$ cat src/rtl/riscv_mem_arbiter_pkg.sv
// rtl/riscv_mem_arbiter_pkg.sv - shared owner encodings and constants for the IF/DM memory arbiter
package riscv_mem_arbiter_pkg;

    typedef enum logic [1:0] {
        OWN_NONE = 2'd0,
        OWN_IF   = 2'd1,
        OWN_DM   = 2'd2
    } owner_t;

    localparam int WORD_OFS = 2;
    localparam int PERF_W   = 32;

endpackage

$ cat src/rtl/riscv_arb_perf.sv
// rtl/riscv_arb_perf.sv - arbiter event counter bank, instantiated only when RISCV_ARB_PERF_EN is defined
module riscv_arb_perf
    import riscv_mem_arbiter_pkg::*;
(
    input  logic              clk,
    input  logic              rst,
    input  logic              if_wait,
    input  logic              dm_wait,
    input  logic              conflict,
    input  logic              starve_force,
    output logic [PERF_W-1:0] perf_if_wait,
    output logic [PERF_W-1:0] perf_dm_wait,
    output logic [PERF_W-1:0] perf_conflict,
    output logic [PERF_W-1:0] perf_starve_force
);

    // Counters wrap naturally at 2**PERF_W.
    always_ff @(posedge clk or posedge rst) begin
        if (rst) begin
            perf_if_wait      <= '0;
            perf_dm_wait      <= '0;
            perf_conflict     <= '0;
            perf_starve_force <= '0;
        end else begin
            if (if_wait)      perf_if_wait      <= perf_if_wait + 1'b1;
            if (dm_wait)      perf_dm_wait      <= perf_dm_wait + 1'b1;
            if (conflict)     perf_conflict     <= perf_conflict + 1'b1;
            if (starve_force) perf_starve_force <= perf_starve_force + 1'b1;
        end
    end

endmodule

$ cat src/rtl/riscv_mem_arbiter.sv
// rtl/riscv_mem_arbiter.sv - IF/DM arbiter for one single-port memory; optional counters via RISCV_ARB_PERF_EN
module riscv_mem_arbiter
    import riscv_mem_arbiter_pkg::*;
#(
    parameter int ADDR_W       = 32,
    parameter int MEM_AW       = 10,
    parameter int STARVE_LIMIT = 4
) (
    input  logic              clk,
    input  logic              rst,
    input  logic              if_req,
    input  logic [ADDR_W-1:0] if_addr,
    input  logic              if_flush,
    output logic              if_gnt,
    output logic              if_stall,
    output logic              if_rvalid,
    output logic [31:0]       if_rdata,
    input  logic              dm_req,
    input  logic              dm_we,
    input  logic [ADDR_W-1:0] dm_addr,
    input  logic [31:0]       dm_wdata,
    input  logic [3:0]        dm_wstrb,
    output logic              dm_gnt,
    output logic              dm_stall,
    output logic              dm_rvalid,
    output logic [31:0]       dm_rdata,
    output logic              dm_err,
    output logic              mem_en,
    output logic              mem_we,
    output logic [MEM_AW-1:0] mem_addr,
    output logic [31:0]       mem_wdata,
    output logic [3:0]        mem_wstrb,
    input  logic [31:0]       mem_rdata
`ifdef RISCV_ARB_PERF_EN
    ,
    output logic [PERF_W-1:0] perf_if_wait,
    output logic [PERF_W-1:0] perf_dm_wait,
    output logic [PERF_W-1:0] perf_conflict,
    output logic [PERF_W-1:0] perf_starve_force
`endif
);

    localparam int SW = $clog2(STARVE_LIMIT + 1);

    owner_t        owner_q;
    logic [SW-1:0] starve_cnt;
    logic          err_q;
    logic          if_req_v;
    logic          dm_req_v;
    logic          dm_oor;
    logic          if_force;
    logic          unused_addr_bits;

    // Requests are masked while reset is high so every output is 0 immediately.
    assign if_req_v = if_req & ~rst;
    assign dm_req_v = dm_req & ~rst;
    assign dm_oor   = |dm_addr[ADDR_W-1:MEM_AW+WORD_OFS];
    assign if_force = (starve_cnt == SW'(STARVE_LIMIT));

    assign if_gnt   = if_req_v & ~if_flush & (~dm_req_v | if_force);
    assign dm_gnt   = dm_req_v & ~if_gnt;
    assign if_stall = if_req_v & ~if_gnt;
    assign dm_stall = dm_req_v & ~dm_gnt;

    assign mem_en    = if_gnt | (dm_gnt & ~dm_oor);
    assign mem_we    = dm_gnt & ~dm_oor & dm_we;
    assign mem_addr  = if_gnt ? if_addr[MEM_AW+WORD_OFS-1:WORD_OFS] :
                       dm_gnt ? dm_addr[MEM_AW+WORD_OFS-1:WORD_OFS] : '0;
    assign mem_wdata = mem_we ? dm_wdata : '0;
    assign mem_wstrb = mem_we ? dm_wstrb : '0;

    assign if_rvalid = (owner_q == OWN_IF) & ~if_flush;
    assign if_rdata  = if_rvalid ? mem_rdata : '0;
    assign dm_rvalid = (owner_q == OWN_DM);
    assign dm_rdata  = (dm_rvalid & ~err_q) ? mem_rdata : '0;
    assign dm_err    = err_q;

    assign unused_addr_bits = ^{if_addr[ADDR_W-1:MEM_AW+WORD_OFS], if_addr[1:0], dm_addr[1:0]};

    always_ff @(posedge clk or posedge rst) begin
        if (rst) begin
            owner_q    <= OWN_NONE;
            starve_cnt <= '0;
            err_q      <= 1'b0;
        end else begin
            if (if_gnt)
                owner_q <= OWN_IF;
            else if (dm_gnt & ~dm_we)
                owner_q <= OWN_DM;
            else
                owner_q <= OWN_NONE;
            err_q <= dm_gnt & dm_oor;
            if (if_req_v & ~if_gnt) begin
                if (!if_force)
                    starve_cnt <= starve_cnt + 1'b1;
            end else begin
                starve_cnt <= '0;
            end
        end
    end

`ifdef RISCV_ARB_PERF_EN
    riscv_arb_perf u_perf (
        .clk               (clk),
        .rst               (rst),
        .if_wait           (if_stall),
        .dm_wait           (dm_stall),
        .conflict          (if_req_v & dm_req_v),
        .starve_force      (if_gnt & dm_req_v & if_force),
        .perf_if_wait      (perf_if_wait),
        .perf_dm_wait      (perf_dm_wait),
        .perf_conflict     (perf_conflict),
        .perf_starve_force (perf_starve_force)
    );
`endif

endmodule

$ cat config.mk
export PLATFORM = sky130hd
export DESIGN_NAME = riscv_mem_arbiter
export DESIGN_NICKNAME = d
export VERILOG_FILES = /design/src/rtl/riscv_mem_arbiter_pkg.sv /design/src/rtl/riscv_arb_perf.sv /design/src/rtl/riscv_mem_arbiter.sv
export SDC_FILE = /design/constraint.sdc
export NUM_CORES = 1
export LEC_CHECK = 0
export ABC_AREA = 0
export ABC_CLOCK_PERIOD_IN_PS = 1500
export CAP_MARGIN = 0
export CORE_AREA = 2 2 101 103
export DETAILED_ROUTE_END_ITERATION = 8
export DIE_AREA = 0 0 103 105
export PLACE_DENSITY = 0.66
export SLEW_MARGIN = 30
export SYNTH_ARGS = -nofsm -noshare
export SYNTH_HDL_FRONTEND = slang
export SYNTH_HIERARCHICAL = 1
export SYNTH_SLANG_ARGS = --single-unit
$ cat constraint.sdc
create_clock -name clk -period 1.5 [get_ports clk]
set_clock_uncertainty 0.1 [all_clocks]
set_input_delay 0.15 -clock clk [delete_from_list [all_inputs] [get_ports clk]]
set_output_delay 0.15 -clock clk [all_outputs]
set_load 0.01 [all_outputs]
Yosys cells after proc, flatten, opt, wreduce, memory -nomap -nowiden
Cells that the tools add are included. W data, S select, Z words.

Register bits after elaboration: 6. Output and inout port bits: 119. Word-level logic and storage cells: 42.

Add/subtract/negate cells: 1. Eq/ne operators: 4. Multiplexer cells: 10. Bitwise gates (word level): 23. Reductions and logical operators: 1.

Operator list (number): $mux W32 (3); $mux W10 (2); $reduce_or A20 Y1 (1); $and A1 B1 Y1 (13); $not A1 Y1 (8); $mux W3 (2); $mux W2 (2); $mux W4 (1); $add A3 B1 Y3 const B (1); $eq A3 B3 Y1 const B (1); $eq A2 B1 Y1 const B (1); $eq A2 B2 Y1 const B (1); $ne A2 B2 Y1 const B (1); $or A1 B1 Y1 (2).

Depth between registers and ports, before layout
Word-level depth: 10. Depth in mapped cells: 7. Mapped depth without buffers: 5.

Worst setup path after synthesis
Ideal clock, no wire load.

Path kind: reg2out. Start point: reg starve_cnt[0]. End point: out mem_addr[6]. Arrival time: 1485 ps. Data required time: 1250 ps. Setup slack: -235 ps. Stages on the path, launching flop included: 7. Buffers on the path: 1. Path through: dfrtp_1 -> inv_1 -> ha_1 -> nand2_1 -> a211oi_4 -> buf_6 -> a22o_1.

Longest elaborated chain between the ends: 7.

Ends and longest elaborated chain: from (decl) (line riscv_mem_arbiter.sv:46) `logic [SW-1:0] starve_cnt;`; from (signal assigned) (line riscv_mem_arbiter.sv:95) `starve_cnt <= starve_cnt + 1'b1;`; $eq A3 B3 Y1 (*) (line riscv_mem_arbiter.sv:58) `assign if_force = (starve_cnt == SW'(STARVE_LIMIT));`; $or A1 B1 Y1 (*) (line riscv_mem_arbiter.sv:60) `assign if_gnt = if_req_v & ~if_flush & (~dm_req_v | if_force);`; $and A1 B1 Y1 (*) (line riscv_mem_arbiter.sv:60); named net if_gnt (line riscv_mem_arbiter.sv:14) `output logic if_gnt,`; $not A1 Y1 (line riscv_mem_arbiter.sv:61) `assign dm_gnt = dm_req_v & ~if_gnt;`; $and A1 B1 Y1 (line riscv_mem_arbiter.sv:61); $mux W10 (line riscv_mem_arbiter.sv:68) `dm_gnt ? dm_addr[MEM_AW+WORD_OFS-1:WORD_OFS] : '0;`; $mux W10 (*) (line riscv_mem_arbiter.sv:67) `assign mem_addr = if_gnt ? if_addr[MEM_AW+WORD_OFS-1:WORD_OFS] :`; to (decl) (line riscv_mem_arbiter.sv:30) `output logic [MEM_AW-1:0] mem_addr,`.

The timed path passes the listed nets; every way through them passes the cells marked *.

Final worst setup path
Start point: reg starve_cnt[1]. End point: out mem_addr[4].

Longest elaborated chain between the ends: 7.

Ends and longest elaborated chain (line): $eq A3 B3 Y1 (*) (riscv_mem_arbiter.sv:58); $or A1 B1 Y1 (*) (riscv_mem_arbiter.sv:60); $and A1 B1 Y1 (*) (riscv_mem_arbiter.sv:60); $not A1 Y1 (riscv_mem_arbiter.sv:61); $and A1 B1 Y1 (riscv_mem_arbiter.sv:61); $mux W10 (riscv_mem_arbiter.sv:68); $mux W10 (*) (riscv_mem_arbiter.sv:67).

Every way passes the cells marked *; elsewhere a longest branch is shown, timed or not.

==> impl_metrics.csv <==
group,metric,value,unit
route,vias_per_cell,4.29,
logic_synthesis,synth_area_leaders,"and2_1 (31%), nor3_1 (12%), dfrtp_1 (11%), nand2_1 (10%), nor3_2 (6.7%)",
route,wl_per_cell,17.6,um
logic_synthesis,syn_area,1340,sq um
route,met2_length,5990,um
setup_path,cp_data_required_time,1.25,ns
power,p_leak,2.72,nW
final_layout,fin_util,55.4,%
die,pin_count,257,
hold_path,min_path_type,"in2async",
grt,gr-total-overflow,0,
cts,clockRootBuffer,"clkbuf_8",
placed_design,hpwl,7740,um
final_layout,drive_gt1_share,63.1,%
sta,clock.fmax,0.489,GHz
flow_run,max_cap_viol_count,0,
sta,holdWs,0.120,ns
setup_path,crit_arrival,1.79,ns
logic_synthesis,synth_fp_nets,348,
cts,htree_levels,1,
logic_synthesis,synth-xor-area-share,0.653,%
final_layout,final_cell_mix,"buf_6 (106), clkdlybuf4s50_1 (100), and2_4 (60), buf_2 (48), nand2_1 (36)",
placed_design,gp_congestion,0.813,
logic_synthesis,yosys.area_share.simple,67.5,%
grt,grt_max_degree,38,
setup_path,regToRegSetupSlack,-0.26,ns
grt,grt_use_total,18.8,%
run_status,violations,"negative setup slack",
cts,clkSlewWorstSetupHoldPaths,0.04,ns
die,core,9640,sq um
setup_path,r2r-end,"starve_cnt[1]",
power,p_total,1.22,mW
sta,fin_tns_setup,-47.99,ns
setup_path,path_max_fanout,6,
logic_synthesis,yosysUniqueCellTypes,29,
sta,period_share,136,%
final_layout,final_common_cell,"buf_6",
cts,cts.sinks,6,
power,powerDensity,228,nW/um^2
route,dr.pass1.iters,4,
setup_path,worstRegToRegCells,10,
logic_synthesis,syn-instance-count,208,
sta,slew_viol_final,0,
die,die_x,103,um
route,drc,0,
placed_design,dpl_cell_area,4310,sq um
final_layout,ff_latch_area,150,sq um
logic_synthesis,synthMuxAreaShare,0.746,%
final_layout,area_growth,298,%
logic_synthesis,synth_top_family_by_area,"simple AND/OR/NAND/NOR gates",
grt,grt_pass1_vias,2912,
logic_synthesis,yosysTopAreaCell,"and2_1",
grt,antenna_found_initial,2,
placed_design,place_ws,-0.914,ns
logic_synthesis,synth_adder_area_share,1.87,%
placed_design,place_inst,579,
die,rows,36,
cts,clk_latency,0.23,ns
logic_synthesis,synth_top_area_share,30.8,%
cts,clk_path_buf_depth,2,
setup_path,worst_setup_path_start_kind,"flop",
route,routed_wl,11200,um
sta,fin_ws,-0.544,ns
sta,rsz0062_at_grt,"yes",
die,start_util,13.9,%
route,drt_iter0_drc,65,
route,postRouteAntennaNets,0,
run_status,status,"finished with violations",
logic_synthesis,synth_compound_area_share,9.51,%
setup_path,crit_path_end_kind,"output port",
logic_synthesis,yosys_warnings,6,
grt,grt_pass1_wl,15500,um
setup_path,crit_end,"mem_addr[4]",
sta,hold_violations,0,
logic_synthesis,ys_ff_latch,6,
die,fp.dieH,105,um
logic_synthesis,avgSynthCellArea,6.45,sq um
setup_path,crit_start,"starve_cnt[1]",
final_layout,nNetsFinal,646,
route,met1_length,3890,um
setup_path,critPathKind,"reg2out",
die,die_area,10800,sq um
route,routed.top_layer,"met5",
final_layout,multi_input_area,1670,sq um
route,met3_length,1020,um
setup_path,worstReg2RegStart,"starve_cnt[1]",
power,ir_drop,0.209,mV
final_layout,postLayoutCellArea,5340,sq um
placed_design,place.port_buffers,232,
final_layout,finalNonFillerCells,638,
logic_synthesis,synth_seq_area_share,11.2,%
sta,setup_viol,121,
sta,tightestPinTransition,0.281,ns
cts,cts_tree,"done",
sta,slew_headroom,81.2,%
route,dr_total_vias,2739,
sta,period_needed,2.04,ns
final_layout,num-fill-cells,875,
cts,cts_made_buffers,3,
flip-flops by register name (all words and copies together) (netlist names):
register	flops
owner_q	2
dm_err	1
starve_cnt	3
layer usage:
metal	track usage, %	vias to the layer above
li1	-	1294
met1	19.2	1244
met2	36.9	176
met3	3.95	23
met4	5.83	2
met5	0	-
power breakdown:
| part | internal, mW | switching (mW) | total, mW |
|---|---|---|---|
| clock | 0.173 | 0.0766 | 0.250 |
| combinational | 0.512 | 0.281 | 0.793 |
| sequential | 0.169 | 0.00500 | 0.174 |
| total | 0.854 | 0.362 | 1.22 |
what timing repair did:
action | CTS | global route
pin swaps | 45 | 26
hold buffers | 0 | 0
gates resized for setup | 605 | 105
cloned | 10 | 1
setup buffers | 45 | 6
endpoints found under the setup margin | 122 | 124
final cells by class:
class | count | share of cell area [%]
sequential | 6 | 2.81
antenna | 1 | 0.0468
timing repair buffer | 313 | 61.8
tap | 133 | 3.11
clock buffer | 3 | 0.773
multi-input combinational | 178 | 31.2
inverter | 4 | 0.281
critical path, cell delays in order, from the launching register on:
cell and delay (ns):
dfrtp_1 0.39, inv_2 0.07, ha_4 0.14, nand4b_1 0.20, and2_4 0.26, buf_12 0.14
a22o_1 0.20, buf_2 0.15
cell usage after synthesis (all sizes together):
cell type	number
mux2i	1
nor2	1
and2	66
nor3b	1
nand3	1
xnor2	1
a211oi	1
nand3b	1
nand2	37
ha	2
nand2b	1
inv	4
and3	1
o21a	1
nor3	40
o21bai	1
nor4	5
a22o	10
o21ai	1
nand4b	1
nand4	1
clkbuf	13
nor2b	3
dfrtp	6
or4	1
buf	7
cell families after synthesis:
kind of cell	count (synthesis)
adders and majority gates	2
buffers and inverters	24
xor gates and xnor gates	1
AOI/OAI and AO/OA	14
muxes	1
DFF	6
and+or+nand+nor	160
worst min-delay path by stage:
stage | slack [ns] | cells after the start | endpoint | startpoint
2_1_floorplan | -0.16 | 1 | dm_err | rst
3_3_place_gp | 0.35 | 2 | starve_cnt[2] | rst
3_5_place_dp | 0.37 | 2 | starve_cnt[2] | rst
4_1_cts | 0.13 | 2 | owner_q[0] | rst
5_1_grt | 0.16 | 2 | starve_cnt[0] | rst
6_report | 0.12 | 2 | starve_cnt[0] | rst
(Power assumes the default switching activity.)
